`src/rtl/reflet_ram8_arbiter_pkg.sv`:
```
// Shared types and constants for the reflet_ram8 two-port arbiter.
package reflet_ram_arb_pkg;

    typedef enum logic [1:0] {
        IDLE,
        ISSUE,
        CAPTURE,
        DONE
    } arb_state_t;

    localparam int unsigned NUM_PORTS    = 2;
    localparam int unsigned MAX_WORDSIZE = 4;
    localparam int unsigned BYTE_IDX_W   = $clog2(MAX_WORDSIZE);

endpackage

```
`src/rtl/reflet_rr_arbiter2.sv`:
```
// Two-port request arbiter; round-robin by default, fixed priority (port 0 wins)
// when REFLET_RAM_ARB_FIXED_PRIORITY_EN is defined.
module reflet_rr_arbiter2
    import reflet_ram_arb_pkg::*;
(
    input  logic                 clk,
    input  logic                 reset,
    input  logic [NUM_PORTS-1:0] req,
    input  logic                 grant_en,
    output logic [NUM_PORTS-1:0] grant
);

`ifdef REFLET_RAM_ARB_FIXED_PRIORITY_EN
    always_comb begin
        grant = '0;
        if (req[0])
            grant = 2'b01;
        else if (req[1])
            grant = 2'b10;
    end
`else
    logic ptr;

    always_comb begin
        grant = req;
        if (req == 2'b11)
            grant = ptr ? 2'b10 : 2'b01;
    end

    // After any grant, the pointer favours the port that was not served.
    always_ff @(posedge clk) begin
        if (!reset)
            ptr <= 1'b0;
        else if (grant_en && |grant)
            ptr <= grant[0];
    end
`endif

endmodule

```
`src/rtl/reflet_ram8_arbiter.sv`:
```
// Shares one reflet_ram8 byte RAM between two word-wide requesters, sequencing
// each little-endian word access into per-byte RAM cycles.
module reflet_ram8_arbiter
    import reflet_ram_arb_pkg::*;
#(
    parameter int addrSize = 7,
    parameter int wordsize = 2
) (
    input  logic                    clk,
    input  logic                    reset,
    input  logic                    req0,
    input  logic                    we0,
    input  logic [addrSize-1:0]     addr0,
    input  logic [8*wordsize-1:0]   wdata0,
    output logic [8*wordsize-1:0]   rdata0,
    output logic                    ack0,
    input  logic                    req1,
    input  logic                    we1,
    input  logic [addrSize-1:0]     addr1,
    input  logic [8*wordsize-1:0]   wdata1,
    output logic [8*wordsize-1:0]   rdata1,
    output logic                    ack1,
    output logic                    ram_enable,
    output logic [addrSize-1:0]     ram_addr,
    output logic [7:0]              ram_data_in,
    output logic                    ram_write_en,
    input  logic [7:0]              ram_data_out
);

    arb_state_t                state, state_nx;
    logic [BYTE_IDX_W-1:0]     k;
    logic                      gnt_port;
    logic                      we_q;
    logic [addrSize-1:0]       addr_q;
    logic [8*wordsize-1:0]     wdata_q;
    logic [NUM_PORTS-1:0]      req_v;
    logic [NUM_PORTS-1:0]      grant;
    logic                      grant_en;
    logic                      last_byte;
    logic [addrSize-1:0]       byte_addr;

    assign req_v     = {req1, req0};
    assign grant_en  = (state == IDLE) && (|req_v);
    assign last_byte = (k == BYTE_IDX_W'(wordsize - 1));
    assign byte_addr = addr_q + addrSize'(k);

    reflet_rr_arbiter2 u_arb (
        .clk      (clk),
        .reset    (reset),
        .req      (req_v),
        .grant_en (grant_en),
        .grant    (grant)
    );

    always_comb begin
        state_nx     = state;
        ram_enable   = 1'b0;
        ram_addr     = '0;
        ram_data_in  = '0;
        ram_write_en = 1'b0;
        ack0         = 1'b0;
        ack1         = 1'b0;
        case (state)
            IDLE: begin
                if (|req_v)
                    state_nx = ISSUE;
            end
            ISSUE: begin
                ram_enable   = 1'b1;
                ram_addr     = byte_addr;
                ram_data_in  = wdata_q[8*k +: 8];
                ram_write_en = we_q;
                if (!we_q)
                    state_nx = CAPTURE;
                else if (last_byte)
                    state_nx = DONE;
            end
            CAPTURE: begin
                // RAM output is combinational on enable/addr, so keep them stable.
                ram_enable = 1'b1;
                ram_addr   = byte_addr;
                state_nx   = last_byte ? DONE : ISSUE;
            end
            DONE: begin
                ack0     = ~gnt_port;
                ack1     = gnt_port;
                state_nx = IDLE;
            end
            default: state_nx = IDLE;
        endcase
    end

    always_ff @(posedge clk) begin
        if (!reset) begin
            state    <= IDLE;
            k        <= '0;
            gnt_port <= 1'b0;
            we_q     <= 1'b0;
            addr_q   <= '0;
            wdata_q  <= '0;
            rdata0   <= '0;
            rdata1   <= '0;
        end else begin
            state <= state_nx;
            case (state)
                IDLE: begin
                    if (|req_v) begin
                        gnt_port <= grant[1];
                        we_q     <= grant[1] ? we1    : we0;
                        addr_q   <= grant[1] ? addr1  : addr0;
                        wdata_q  <= grant[1] ? wdata1 : wdata0;
                        k        <= '0;
                    end
                end
                ISSUE: begin
                    if (we_q && !last_byte)
                        k <= k + 1'b1;
                end
                CAPTURE: begin
                    if (gnt_port)
                        rdata1[8*k +: 8] <= ram_data_out;
                    else
                        rdata0[8*k +: 8] <= ram_data_out;
                    if (!last_byte)
                        k <= k + 1'b1;
                end
                default: ;
            endcase
        end
    end

endmodule

```
`config.mk`:
```
export PLATFORM = sky130hd
export DESIGN_NAME = reflet_ram8_arbiter
export DESIGN_NICKNAME = d
export VERILOG_FILES = /design/src/rtl/reflet_ram8_arbiter_pkg.sv /design/src/rtl/reflet_rr_arbiter2.sv /design/src/rtl/reflet_ram8_arbiter.sv
export SDC_FILE = /design/constraint.sdc
export NUM_CORES = 1
export LEC_CHECK = 0
export CORE_ASPECT_RATIO = 0.7
export CORE_MARGIN = 5
export CORE_UTILIZATION = 35
export CTS_BUF_LIST = sky130_fd_sc_hd__clkbuf_2 sky130_fd_sc_hd__clkbuf_4 sky130_fd_sc_hd__clkbuf_8
export CTS_CLUSTER_DIAMETER = 60
export DETAILED_ROUTE_END_ITERATION = 8
export PLACE_DENSITY = 0.67
export SETUP_SLACK_MARGIN = 0.4
export SYNTH_ARGS = -nofsm -noshare
export SYNTH_HDL_FRONTEND = slang
export SYNTH_HIERARCHICAL = 1
export SYNTH_SLANG_ARGS = --single-unit
```
`constraint.sdc`:
```
create_clock -name clk -period 2.7 [get_ports clk]
set_input_delay 0.54 -clock clk [delete_from_list [all_inputs] [get_ports clk]]
set_output_delay 0.54 -clock clk [all_outputs]
set_load 0.02 [all_outputs]
```
After elaboration in Yosys (flattened, before gate mapping). Index checks and enable logic that the tools add are counted.

Multiplexer cells: 22. Reductions and logical operators: 14. Multipliers: 0. Magnitude comparators: 0. Bitwise operators: 1. Div/mod/pow operators: 0. Eq/ne operators: 9. Shift-type cells: 3. $add $sub $neg: 3.

Operators with widths (count): $neg 5->34 (1); $shift 8x34->16 const A (1); $shiftx 8x34->16 (1); $bwmux 16 (2); $mux 2 (9); $mux 16 (1); $shiftx 16x6->8 (1); $mux 7 (2); $mux 8 (1); $pmux 2 s4 (1); $reduce_and 2->1 (4); $add 7x2->7 (1); $eq 2x2->1 const B (3); $pmux 2 s3 (1); $reduce_or 2->1 (3); $mux 1 (5); $eq 2x1->1 const B (2); $ne 2x2->1 const B (2); $reduce_and 4->1 (1); $logic_and 1x1->1 (3); $ne 3x3->1 const B (1); $reduce_bool 3->1 (1); $add 2x1->2 const B (1); $logic_not 2->1 (1); 3 further kinds (3).

Bits in latches: 0. Bits in read-only memories: 0. Logic and storage cells: 61. Memories: 0. Register bits: 62. Memory bits (writable): 0.

Longest topological paths before layout. Gate-level depths: netlist of run 1.

Depth in word-level cells: 5. Depth in mapped cells: 8.

Hierarchy. Netlist of run 1, hierarchy kept.

By module, submodules not included: reflet_ram8_arbiter (area an instance 3098.0 sq um, cells each 344, instances 1); reflet_rr_arbiter2 (area an instance 61.3 sq um, cells each 7, instances 1).

Worst setup path after synthesis of run 1. Ideal clock, no wire load.

Path kind: reg-to-output. Start point: register k[0]. End point: output ram_addr[6]. Arrival: 1931 ps. Stages on the path, launching flop included: 7. Buffers on the path: 0. Slack: 229 ps. Data required time: 2160 ps. Cell sequence: dfxtp_1 -> ha_1 -> inv_1 -> fa_1 -> nand3b_1 -> or3_1 -> a21oi_1.

Longest elaborated chain between the ends: 2.

RTL lines: start, declared (line reflet_ram8_arbiter.sv:31) `logic [BYTE_IDX_W-1:0] k;`; start signal, assigned (line reflet_ram8_arbiter.sv:117) `k <= k + 1'b1;`; start signal, assigned (line reflet_ram8_arbiter.sv:125) `k <= k + 1'b1;`; $add 7x2->7 (line reflet_ram8_arbiter.sv:45) `assign byte_addr = addr_q + addrSize'(k);`; $mux 7 (line reflet_ram8_arbiter.sv:63) `case (state)`; end, declared (line reflet_ram8_arbiter.sv:24) `output logic [addrSize-1:0] ram_addr,`.

Every way passes these cells.

Worst setup path after layout of run 1. Ends and elaborated chain as after synthesis.

==> metrics.md, run 1 <==
| Metric | Value |
|---|---|
| CP startpoint kind | `flop` |
| Worst Path Required | `2.16 ns` |
| Width of the die | `around 120 µm` |
| Die Y | `89.4 µm` |
| Reg2Reg Capture Point | `rdata0[3]$_SDFFE_PN0P_` |
| H-tree depth | `3` |
| Vias per cell | `4.88` |
| Net count after synthesis | `420` |
| Setup slack, reg-to-reg | `about 0.66 ns` |
| Die area | `11,000 µm²` |
| Post-route antenna net violation count | `0` |
| Clock Latency Late Sink | `0.34 ns` |
| CTS Buffer Depth | `2` |
| Iteration-0 DRC Markers | `131` |
| Met3 wire len | `~460 µm` |
| Hold Fails Final Rpt | `0` |
| Final net count | `528` |
| Global-route usage over all layers | `0.159` |
| Register area | `1250 µm²` |
| Highest Signal Layer | `met4` |
| Max Freq | `0.394 GHz` |
| Min Clock Period, post-route | `2.54 ns` |
| Clock Tree Root | `clkbuf_8` |
| Setup violations, final | `0` |
| Vias in the first global route | `~2,900` |
| Worst slew margin | `0.604` |
| Routed len/inst | `between 10 and 15 µm` |
| CTS Buf Count | `9` |
| Clock skew | `0.00728 ns` |
| CP Data Arrival Time | `around 2.0 ns` |
| Synthesis-to-layout area growth | `48.6%` |
| Post-place setup slack | `-0.116 ns` |
| VDD IR max | `about 360 µV` |
| Clock slew at reported path FFs | `0.07 ns` |
| Initial antenna violation count | `0` |
| Share of layout cells above drive strength 1 | `0.140` |
| Worst setup path startpoint | `k[0]$_SDFFE_PN0P_` |
| CTS Sinks | `62` |
| Syn avg cell area | `9.01 µm²` |
| Core area | `8930 µm²` |
| Met2 WL | `3.95 mm` |
| Routed Wire Length | `8.62 mm` |
| Total power | `3800 µW` |
| DRC viols | `0` |
| FF-to-FF Start | `k[0]$_SDFFE_PN0P_` |
| First drt pass iteration count | `4` |
| CTS Hold Bufs | `0` |
| Critical Path Fanout Max | `2` |
| Type of destination of the critical path | `output pin` |
| Multi-input gate area | `1820 µm²` |
| IO Port Bufs | `110` |
| Power Dens Cells | `roughly 810 nW/µm²` |
| Gr ovfl total | `0` |
| GP Congestion | `0.785` |
| Post-synthesis cell area | `3150 µm²` |
| Yosys synthesis warning count | `6` |
| Num rows | `29` |
| Fin util | `0.525` |
| Layout fillers | `832` |
| R2R depth | `6` |
| Largest net degree at the start of global routing | `38` |
| Status | `completed` |
| CTS tree | `built` |
| Setup TNS | `0 ns` |
| Period utilization | `0.941` |
| Leak | `between 0.0015 and 0.002 µW` |
| Initial Util | `0.353` |
| Kind of critical path | `flop to output pin` |
| Max-Cap Viols | `0` |
| Max Transition Viols Final | `0` |
| Global-route wire length before repair | `13.8 mm` |
| # diodes | `0` |
| Unrepaired setup endpoints after global routing | `yes` |
| CP endpoint | `ram_addr[6]` |
| Syn Inst Count | `350` |
| Met1 Wirelength | `4.08 mm` |
| Final WS setup | `0.159 ns` |
| Post-DP HPWL | `between 6 and 7 mm` |
| Worst Tran Pin Value | `between 0.5 and 0.6 ns` |
| Hold Crit Class | `flop to flop` |
| Io pins | `111` |
| Via count | `2,862` |
## layout by cell type (no fill, tap or decap), drive strengths merged, types with 2 or more instances in the layout
| master | count |
|---|---|
| nand2 | 63 |
| nor2 | 11 |
| buf | 19 |
| a21boi | 34 |
| xor2 | 2 |
| or3 | 2 |
| nor3b | 2 |
| a31o | 2 |
| o211a | 24 |
| nand3b | 4 |
| o21ai | 3 |
| a21oi | 4 |
| nor2b | 3 |
| clkdlybuf4s50 | 91 |
| ha | 9 |
| bufinv | 3 |
| inv | 9 |
| clkinv | 3 |
| and2 | 3 |
| nand3 | 36 |
| clkdlybuf4s15 | 3 |
| dlygate4sd2 | 3 |
| dfxtp | 62 |
| and3 | 3 |
| and3b | 3 |
| mux2i | 35 |
| clkbuf | 16 |
## flip-flops by register name, summed over array words and instances (netlist names)
name,cells
rdata0,16
rdata1,16
wdata_q,16
addr_q,7
k,2
state,2
gnt_port,1
u_arb/ptr,1
we_q,1
## stage by stage
stage	hold WS (ns)	cell area, µm²	cells
final	0.459	4680	587
after global routing	0.491	4680	587
after CTS	0.464	4680	587
after detailed placement	0.454	4380	569
after global placement	0.446	4380	569
after floorplan	0.452	3160	350
## cell type report
cell class	count	share of cell area
multi-input combinational	253	0.389
sequential	62	0.266
timing repair buffer	123	0.252
tap	124	0.0331
clock buffer	10	0.0294
clock inverter	6	0.0232
inverter	9	0.00721
## worst min-delay path by stage
| stage | start | endpoint | slack (ns) | cells after the start |
|---|---|---|---|---|
| final | rdata0[6]$_SDFFE_PN0P_ | rdata0[6]$_SDFFE_PN0P_ | 0.46 | 2 |
| after global routing | rdata1[6]$_SDFFE_PN0P_ | rdata1[6]$_SDFFE_PN0P_ | 0.49 | 2 |
| after CTS | rdata0[6]$_SDFFE_PN0P_ | rdata0[6]$_SDFFE_PN0P_ | 0.46 | 2 |
| after detailed placement | rdata0[6]$_SDFFE_PN0P_ | rdata0[6]$_SDFFE_PN0P_ | 0.45 | 2 |
| after global placement | rdata0[12]$_SDFFE_PN0P_ | rdata0[12]$_SDFFE_PN0P_ | 0.45 | 2 |
| after floorplan | k[1]$_SDFFE_PN0P_ | k[1]$_SDFFE_PN0P_ | 0.45 | 2 |
## per-layer routing
layer,up-vias,global-route usage
li1,1445,-
met2,62,0.264
met1,1342,0.200
met5,-,0
met4,0,0.0553
met3,13,0.0455
## report_power, final
group	switching (µW)	total [µW]	leakage (µW)	internal, µW
Sequential	136	1230	0.000509	1100
Clock	356	993	0.000126	636
Combinational	884	1570	0.00130	688
## critical path: stages (launching register included)
cell and delay, ns:
dfxtp_2 0.35, ha_4 0.15, inv_2 0.04, fa_2 0.32, nand3b_1 0.19, or3_4 0.35, a21oi_4 0.13, buf_6 0.13
## what timing repair did
action,in CTS,in global routing
resized for setup,55,22
setup endpoints to repair,17,17
pin swaps,7,3
setup buffers,2,0
No activity file was read; power rests on OpenSTA's default activity.
==> run 2: changes to the inputs <==
SLEW_MARGIN = 20   (was not set)
==> results of run 2 <==
Final layout, timing and power as in run 1 (identical DEF).
